File: src/rtl/fpu_mult_pkg.sv
// Shared definitions for the floating-point multiply path.
package fpu_mult_pkg;

    localparam int unsigned MANT_W  = 24;
    localparam int unsigned PROD_W  = 48;
    localparam int unsigned SHIFT_W = 10;

    // Normalisation shift is (leading-one position - SHIFT_BIAS).
    localparam int unsigned SHIFT_BIAS = 46;
    // Shift reported when the leading one sits below the hidden-bit position.
    localparam logic [SHIFT_W-1:0] SHIFT_UFLOW = 10'h3E8;

    typedef enum logic [1:0] {
        ST_IDLE,
        ST_MUL,
        ST_NORM,
        ST_DONE
    } mult_state_t;

endpackage

File: src/rtl/lead_one_det.sv
// Combinational priority encoder: position of the most significant set bit.
module lead_one_det
    import fpu_mult_pkg::*;
#(
    parameter int unsigned W     = PROD_W,
    parameter int unsigned POS_W = $clog2(W)
) (
    input  logic [W-1:0]     vec,
    output logic [POS_W-1:0] pos,
    output logic             zero
);

    // Scan upward so the highest set bit wins.
    always_comb begin
        pos  = '0;
        zero = ~|vec;
        for (int unsigned i = 0; i < W; i++) begin
            if (vec[i]) begin
                pos = POS_W'(i);
            end
        end
    end

endmodule

File: src/rtl/mant_mult_seq.sv
// Iterative shift-add mantissa multiplier with normalisation-shift output.
module mant_mult_seq
    import fpu_mult_pkg::*;
#(
    parameter int unsigned MANT_W  = 24,
    parameter int unsigned SHIFT_W = 10
) (
    input  logic                  clk,
    input  logic                  rst_n,
    input  logic                  in_valid,
    output logic                  in_ready,
    input  logic [MANT_W-1:0]     mant_a,
    input  logic [MANT_W-1:0]     mant_b,
    output logic                  out_valid,
    input  logic                  out_ready,
    output logic [2*MANT_W-1:0]   mant_product,
    output logic [SHIFT_W-1:0]    shift,
    output logic                  prod_zero,
    output logic                  underflow
);

    localparam int unsigned PW    = 2 * MANT_W;
    localparam int unsigned CNT_W = $clog2(MANT_W);
    localparam int unsigned POS_W = $clog2(PW);

    localparam logic [SHIFT_W-1:0] BIAS  = SHIFT_W'(PW - 2);
    localparam logic [SHIFT_W-1:0] UFLOW = SHIFT_W'(0) - SHIFT_W'(MANT_W);
    localparam logic [CNT_W-1:0]   LAST  = CNT_W'(MANT_W - 1);
    localparam logic [POS_W-1:0]   HID   = POS_W'(MANT_W - 1);

    mult_state_t          state;
    mult_state_t          next_state;
    logic [MANT_W-1:0]    a_q;
    logic [PW-1:0]        acc;
    logic [CNT_W-1:0]     step;
    logic [MANT_W:0]      sum;
    logic [POS_W-1:0]     lead_pos;
    logic                 lead_zero;

    lead_one_det #(
        .W     (PW),
        .POS_W (POS_W)
    ) u_lod (
        .vec  (acc),
        .pos  (lead_pos),
        .zero (lead_zero)
    );

    // Upper accumulator half plus multiplicand, carry kept in the top bit.
    always_comb begin
        sum = {1'b0, acc[PW-1:MANT_W]} + {1'b0, a_q};
    end

    // State register.
    always_ff @(posedge clk or negedge rst_n) begin
        if (!rst_n) begin
            state <= ST_IDLE;
        end else begin
            state <= next_state;
        end
    end

    // Next-state decode and handshake outputs.
    always_comb begin
        next_state = state;
        in_ready   = 1'b0;
        out_valid  = 1'b0;
        case (state)
            ST_IDLE: begin
                in_ready = 1'b1;
                if (in_valid) begin
                    next_state = ST_MUL;
                end
            end
            ST_MUL: begin
                if (step == LAST) begin
                    next_state = ST_NORM;
                end
            end
            ST_NORM: begin
                next_state = ST_DONE;
            end
            ST_DONE: begin
                out_valid = 1'b1;
                if (out_ready) begin
                    next_state = ST_IDLE;
                end
            end
            default: begin
                next_state = ST_IDLE;
            end
        endcase
    end

    // Operand/accumulator datapath; the multiplier occupies the low half of
    // acc and is consumed one bit per step as the partial sum shifts in.
    always_ff @(posedge clk or negedge rst_n) begin
        if (!rst_n) begin
            a_q  <= '0;
            acc  <= '0;
            step <= '0;
        end else begin
            case (state)
                ST_IDLE: begin
                    if (in_valid) begin
                        a_q  <= mant_a;
                        acc  <= {{MANT_W{1'b0}}, mant_b};
                        step <= '0;
                    end
                end
                ST_MUL: begin
                    if (acc[0]) begin
                        acc <= {sum, acc[MANT_W-1:1]};
                    end else begin
                        acc <= {1'b0, acc[PW-1:1]};
                    end
                    step <= step + 1'b1;
                end
                default: begin
                end
            endcase
        end
    end

    // Result registers, loaded only on the normalisation edge.
    always_ff @(posedge clk or negedge rst_n) begin
        if (!rst_n) begin
            mant_product <= '0;
            shift        <= '0;
            prod_zero    <= 1'b0;
            underflow    <= 1'b0;
        end else if (state == ST_NORM) begin
            mant_product <= acc;
            if (lead_zero) begin
                shift     <= '0;
                prod_zero <= 1'b1;
                underflow <= 1'b0;
            end else if (lead_pos < HID) begin
                shift     <= UFLOW;
                prod_zero <= 1'b0;
                underflow <= 1'b1;
            end else begin
                shift     <= SHIFT_W'(lead_pos) - BIAS;
                prod_zero <= 1'b0;
                underflow <= 1'b0;
            end
        end
    end

endmodule
File: config.mk
export PLATFORM = sky130hd
export DESIGN_NAME = mant_mult_seq
export DESIGN_NICKNAME = d
export VERILOG_FILES = /design/src/rtl/fpu_mult_pkg.sv /design/src/rtl/lead_one_det.sv /design/src/rtl/mant_mult_seq.sv
export SDC_FILE = /design/constraint.sdc
export NUM_CORES = 1
export LEC_CHECK = 0
export CAP_MARGIN = 20
export CELL_PAD_IN_SITES_DETAIL_PLACEMENT = 0
export CELL_PAD_IN_SITES_GLOBAL_PLACEMENT = 1
export CORE_ASPECT_RATIO = 2
export CORE_MARGIN = 4
export CORE_UTILIZATION = 46
export CTS_CLUSTER_DIAMETER = 120
export DETAILED_ROUTE_END_ITERATION = 10
export GPL_TIMING_DRIVEN = 0
export PLACE_DENSITY_LB_ADDON = 0.1
export SLEW_MARGIN = 20
export SYNTH_ARGS = -nofsm -noshare
export SYNTH_HDL_FRONTEND = slang
export SYNTH_SLANG_ARGS = --single-unit
File: constraint.sdc
create_clock -name clk -period 5.4 [get_ports clk]
set_clock_uncertainty 0.2 [all_clocks]
set_input_delay 1.08 -clock clk [delete_from_list [all_inputs] [get_ports clk]]
set_output_delay 1.08 -clock clk [all_outputs]
set_load 0.05 [all_outputs]
; ---- Word level (Yosys, flattened, before mapping)
; Index checks and enable logic that the tools add are counted.
[totals]
register_bits = 139
word_cells = 88
input_bits = 52
output_inout_bits = 62
[classes]
n_mux = 63
add_sub_neg = 3
n_eq_ne = 7
magnitude_cmp = 1
n_reduce_logical = 6
[op_table]
columns = op, count
row1 = $mux W48, 2
row2 = $mux W6, 16
row3 = $pmux W48 S2, 1
row4 = $mux W5, 17
row5 = $reduce_or A48 Y1, 1
row6 = $mux W4, 8
row7 = $add A24 B24 Y25, 1
row8 = $mux W10, 2
row9 = $mux W3, 4
row10 = $mux W2, 5
row11 = $pmux W5 S2, 1
row12 = $pmux W2 S4, 1
row13 = $sub A6 B6 Y7 const B, 1
row14 = $lt A6 B5 Y1 const B, 1
row15 = $mux W1, 6
row16 = $ne A2 B2 Y1 const B, 3
row17 = $add A5 B1 Y5 const B, 1
row18 = $eq A5 B5 Y1 const B, 1
row19 = $eq A2 B2 Y1 const B, 2
row20 = $reduce_and A2 Y1, 2
row21 = $reduce_and A3 Y1, 1
row22 = $eq A2 B1 Y1 const B, 1
row23 = $logic_not A2 Y1, 1
row24 = $reduce_bool A2 Y1, 1

; ---- Longest topological paths before layout
[depth]
word_depth = 50
depth_mapped = 10
ltp_nobuf = 10

; ---- Cells and area by module
; A second synthesis with hierarchy kept.
[unflattened]
hier_cells = 707
hier_area_um2 = 7447.1
[modules_own_cells]
columns = module, instances, cells_per_inst, area_per_inst_um2
row1 = mant_mult_seq, 1, 612, 6847.8
row2 = lead_one_det, 1, 95, 599.3

; ---- Worst setup path after synthesis
; Ideal clock, no wire load.
[synth_timing]
path_kind = register -> register
start = reg acc[24]
end = reg acc[47]
t_required_ns = 5.068
period_less_slack_ns = 3.070
path_slack_ns = 2.330
arrival_ns = 2.738
stages_incl_launch_ff = 11
path_cell_list = dfrtp_1 -> ha_1 -> fa_1 -> a211oi_1 -> o21a_1 -> nor3_1 -> a2bb2oi_1 -> a31o_2 -> a311o_1 -> a311oi_1 -> o31ai_1
[synth_via]
elab_chain_cells = 3
[synth_lines]
columns = item, line_no
row1 = start: declaration, mant_mult_seq.sv:34  ; logic [PW-1:0] acc;
row2 = start signal: assignment, mant_mult_seq.sv:107  ; acc <= {{MANT_W{1'b0}}, mant_b};
row3 = start signal: assignment, mant_mult_seq.sv:113  ; acc <= {sum, acc[MANT_W-1:1]};
row4 = start signal: assignment, mant_mult_seq.sv:115  ; acc <= {1'b0, acc[PW-1:1]};
row5 = $add A24 B24 Y25, mant_mult_seq.sv:51  ; sum = {1'b0, acc[PW-1:MANT_W]} + {1'b0, a_q};
row6 = $mux W48, mant_mult_seq.sv:112  ; if (acc[0]) begin
row7 = $pmux W48 S2, mant_mult_seq.sv:103  ; case (state)
; Every way passes these cells.
; A chain may end at the register's enable or synchronous reset.

; ---- Worst setup path after layout
[layout_timing]
start = reg acc[25]
end = reg acc[44]
; The elaborated chain is that of the path after synthesis.

==> summary.txt <==
Top Ports = 114
Die extent in x = 97.2 um
Hold Path Sink = shift[5]
Die Height = 186 um
All-Layer GR Usage = 24.4%
Post-synth EDFFs = 0
Period utilisation layout = 69.6%
PwrDens = 778 mW/mm^2
Comb pwr share = 55.3%
Largest family of logic cells by synthesized area = multiplexers
Hold Path Depth = 1
Fmax = 266 MHz
Port bufs = 113
Placed Area = 0.00873 mm^2
Initial DRC Count = 328
Post-synthesis mux area share = 16.0%
Worst Tran Pin Value = 0.796 ns
Delay-heaviest family, CP = compound AO/OA/AOI/OAI gates
Largest net degree at the start of global routing = 79
CTS tree = built
CTS root buf = clkbuf_16
Largest stage delay, worst path = 0.61 ns
Crit-path max FO = 8
FF-to-FF path depth = 9
Post-synth top cells = dfrtp_1 (136), mux2_2 (73), o21ai_0 (57)
Total Die Area = 0.0181 mm^2
Final HPWL DP = 15.9 mm
Primary FF master, synth = dfrtp_1
Vias per cell = 5.74
Proportion of layout cells with a drive suffix above 1 = 15.1%
Routed WL = 21.2 mm
Max_cap viols = 0
Final TNS setup = 0 ns
Ys async rst share = 100%
VDD IR-drop max = 0.000376 V
Post-route cell area = 0.00940 mm^2
Status = complete, no violations
Synth top area cells = dfrtp_1 (47%), mux2_2 (11%), ha_1 (5.1%), mux2i_1 (4.8%), o21ai_0 (3.9%)
CP cell instances = ha_1 -> a211o_1 -> a2111oi_0 -> o21ai_0 -> nand2_1 -> o21ai_0 -> o41ai_2 -> mux2i_1 -> o221ai_1
Switching pwr = 3.36 mW
Rows = 65
Cts hold-fix bufs = 0
Number of gates resized after CTS = 0
Min-delay worst type = register to register
Crit path launch type = register
Required @ worst endpoint = 5.48 ns
Avg WL per Cell = 20.5 um
Share of the synthesized area in the top cell type = 46.5%
Initial antenna violation count = 0
Overall power = 7.31 mW
Cell with the most instances after synthesis = dfrtp_1
Routed vias = 5,944
Reg2reg setup slack = 1.64 ns
Final hold vios = 0
Congestion Overflow GR = 0
HP Start = shift[5]
Cells after Synth = 688
Warnings, synthesis = 0
CTS Buffer Depth = 2
Unique masters post-synth = 72
Reg-to-reg endpoint = acc[44]
Fillers = 1,340
Internal power = 3.95 mW
Sequential fraction of the synthesis area = 46.5%
Core area = 0.0157 mm^2
Sw frac = 45.9%
Relative slew slack = 46.9%
CP dominant cell by count = o21ai_0
Synth Area in Compound Gates = 15.7%
Worst EP arrival = 3.84 ns
Setup bufs post-CTS = 0
#FFs+latches synth = 136
Syn Nets = 771
Synth Area in Simple Gates = 10.2%
CTS clock-pin slew for the worst setup and hold paths = 0.06 ns
XOR/XNOR Fraction of Synth Area = 2.51%
Cell area after synthesis = 0.00732 mm^2
Non-filler cells, final = 1,035
Hold_ws = 0.295 ns
Drt drc = 0
RR Startpoint = acc[25]
Mean Syn Cell Area = 10.6 um^2
Final Max Tran Viols = 0
CP Buf/Inv Count = 0
Synth Area in Adders = 5.40%
Router iterations before antenna repair = 7
Antenna-violating nets left = 0
Layout area overhead = 28.4%
TritonCTS buffer count = 17
Crit. End Element = register
Placed instance count = 1,003
First-pass GRT wire length = 34.9 mm
H-tree Lvls = 4
Min Tclk post-route = 3.76 ns
Synth area leader = dfrtp_1
Part of the power in registers = 26.9%
N_diodes = 0
Leakage dissipation = 4.11 nW
Final setup violation count = 0
CTS Sinks = 136
Gpl congestion = 0.847
Vias in the first global route = 6,515
RSZ-0062 raised after global routing = no
Initial Utilization = 46.6%
CP Class = register to register
Slowest cell on crit path = a2111oi_0
Clock power frac = 17.8%
Clock Latency Late Sink = 0.42 ns
Final layout net count = 904
-- cells by family (layout without fill, tap and decap cells) --
| logic type | count (synthesis) | after routing |
|---|---|---|
| buf+inv | 60 | 206 |
| compound gates | 175 | 175 |
| xor+xnor | 21 | 21 |
| flops | 136 | 136 |
| fa+ha+maj | 31 | 31 |
| mux | 108 | 108 |
| simple gates | 157 | 157 |
-- power groups by stage --
| stage | sequential [mW] | combinational [mW] | clock, mW |
|---|---|---|---|
| after floorplan | 2.47 | 2.26 | 0 |
| after global placement | 1.96 | 3.97 | 0 |
| after detailed placement | 1.98 | 4.03 | 0 |
| after CTS | 1.97 | 4.06 | 1.32 |
| after global routing | 2.04 | 4.40 | 1.37 |
| final | 1.97 | 4.04 | 1.30 |
-- cell usage in the layout (no fill, tap or decap), types with 14 or more instances in the layout --
master,count
clkbuf_1,24
clkbuf_16,17
nor3_1,14
clkdlybuf4s50_1,112
o21ai_0,57
a21oi_1,33
nand2_1,55
ha_1,30
mux2i_1,35
dfrtp_1,136
inv_1,25
mux2_2,73
nor2_1,42
-- registers in the layout (all words and copies together), names as in the netlist --
register,count
step,5
underflow,1
state,2
prod_zero,1
acc,48
mant_product,48
a_q,24
shift,7
-- area by class of cell --
| class | instances | area [um^2] | area share [%] |
|---|---|---|---|
| buffer | 35 | 174 | 1.85 |
| clock buffer | 21 | 460 | 4.90 |
| sequential | 136 | 3400 | 36.2 |
| tap | 201 | 251 | 2.68 |
| inverter | 25 | 93.8 | 0.999 |
| multi-input combinational | 492 | 3650 | 38.9 |
| timing repair buffer | 114 | 1160 | 12.4 |
| clock inverter | 11 | 195 | 2.08 |
-- stage by stage --
stage / util, % / worst slack [ns]
floorplan: - / 2.33
finish: 59.9 / 1.64
global route: 59.9 / 1.40
global placement: 55.4 / -2.33
CTS: 59.8 / 1.63
detailed placement: 55.6 / 1.64
-- per-layer routing --
metal,global-route usage (%),wire length (um),vias up,share of wire [%]
met5,0,0,-,0
li1,-,-,2792,-
met1,25.1,7540,2983,36
met4,9.41,648,0,3.1
met3,5.20,720,33,3.4
met2,47.0,12300,136,58
-- worst max path at each step --
| stage | from | to | slack, ns | cells past startpoint |
|---|---|---|---|---|
| final | acc[25] | acc[44] | 1.64 | 9 |
| after global routing | acc[25] | acc[44] | 1.40 | 9 |
| after CTS | acc[25] | acc[44] | 1.63 | 9 |
| after detailed placement | acc[25] | acc[44] | 1.64 | 9 |
| after global placement | rst_n | mant_product[18] | -2.33 | 1 |
| after floorplan | acc[24] | acc[47] | 2.33 | 10 |
Note: power is estimated with default switching activity, not from simulation.
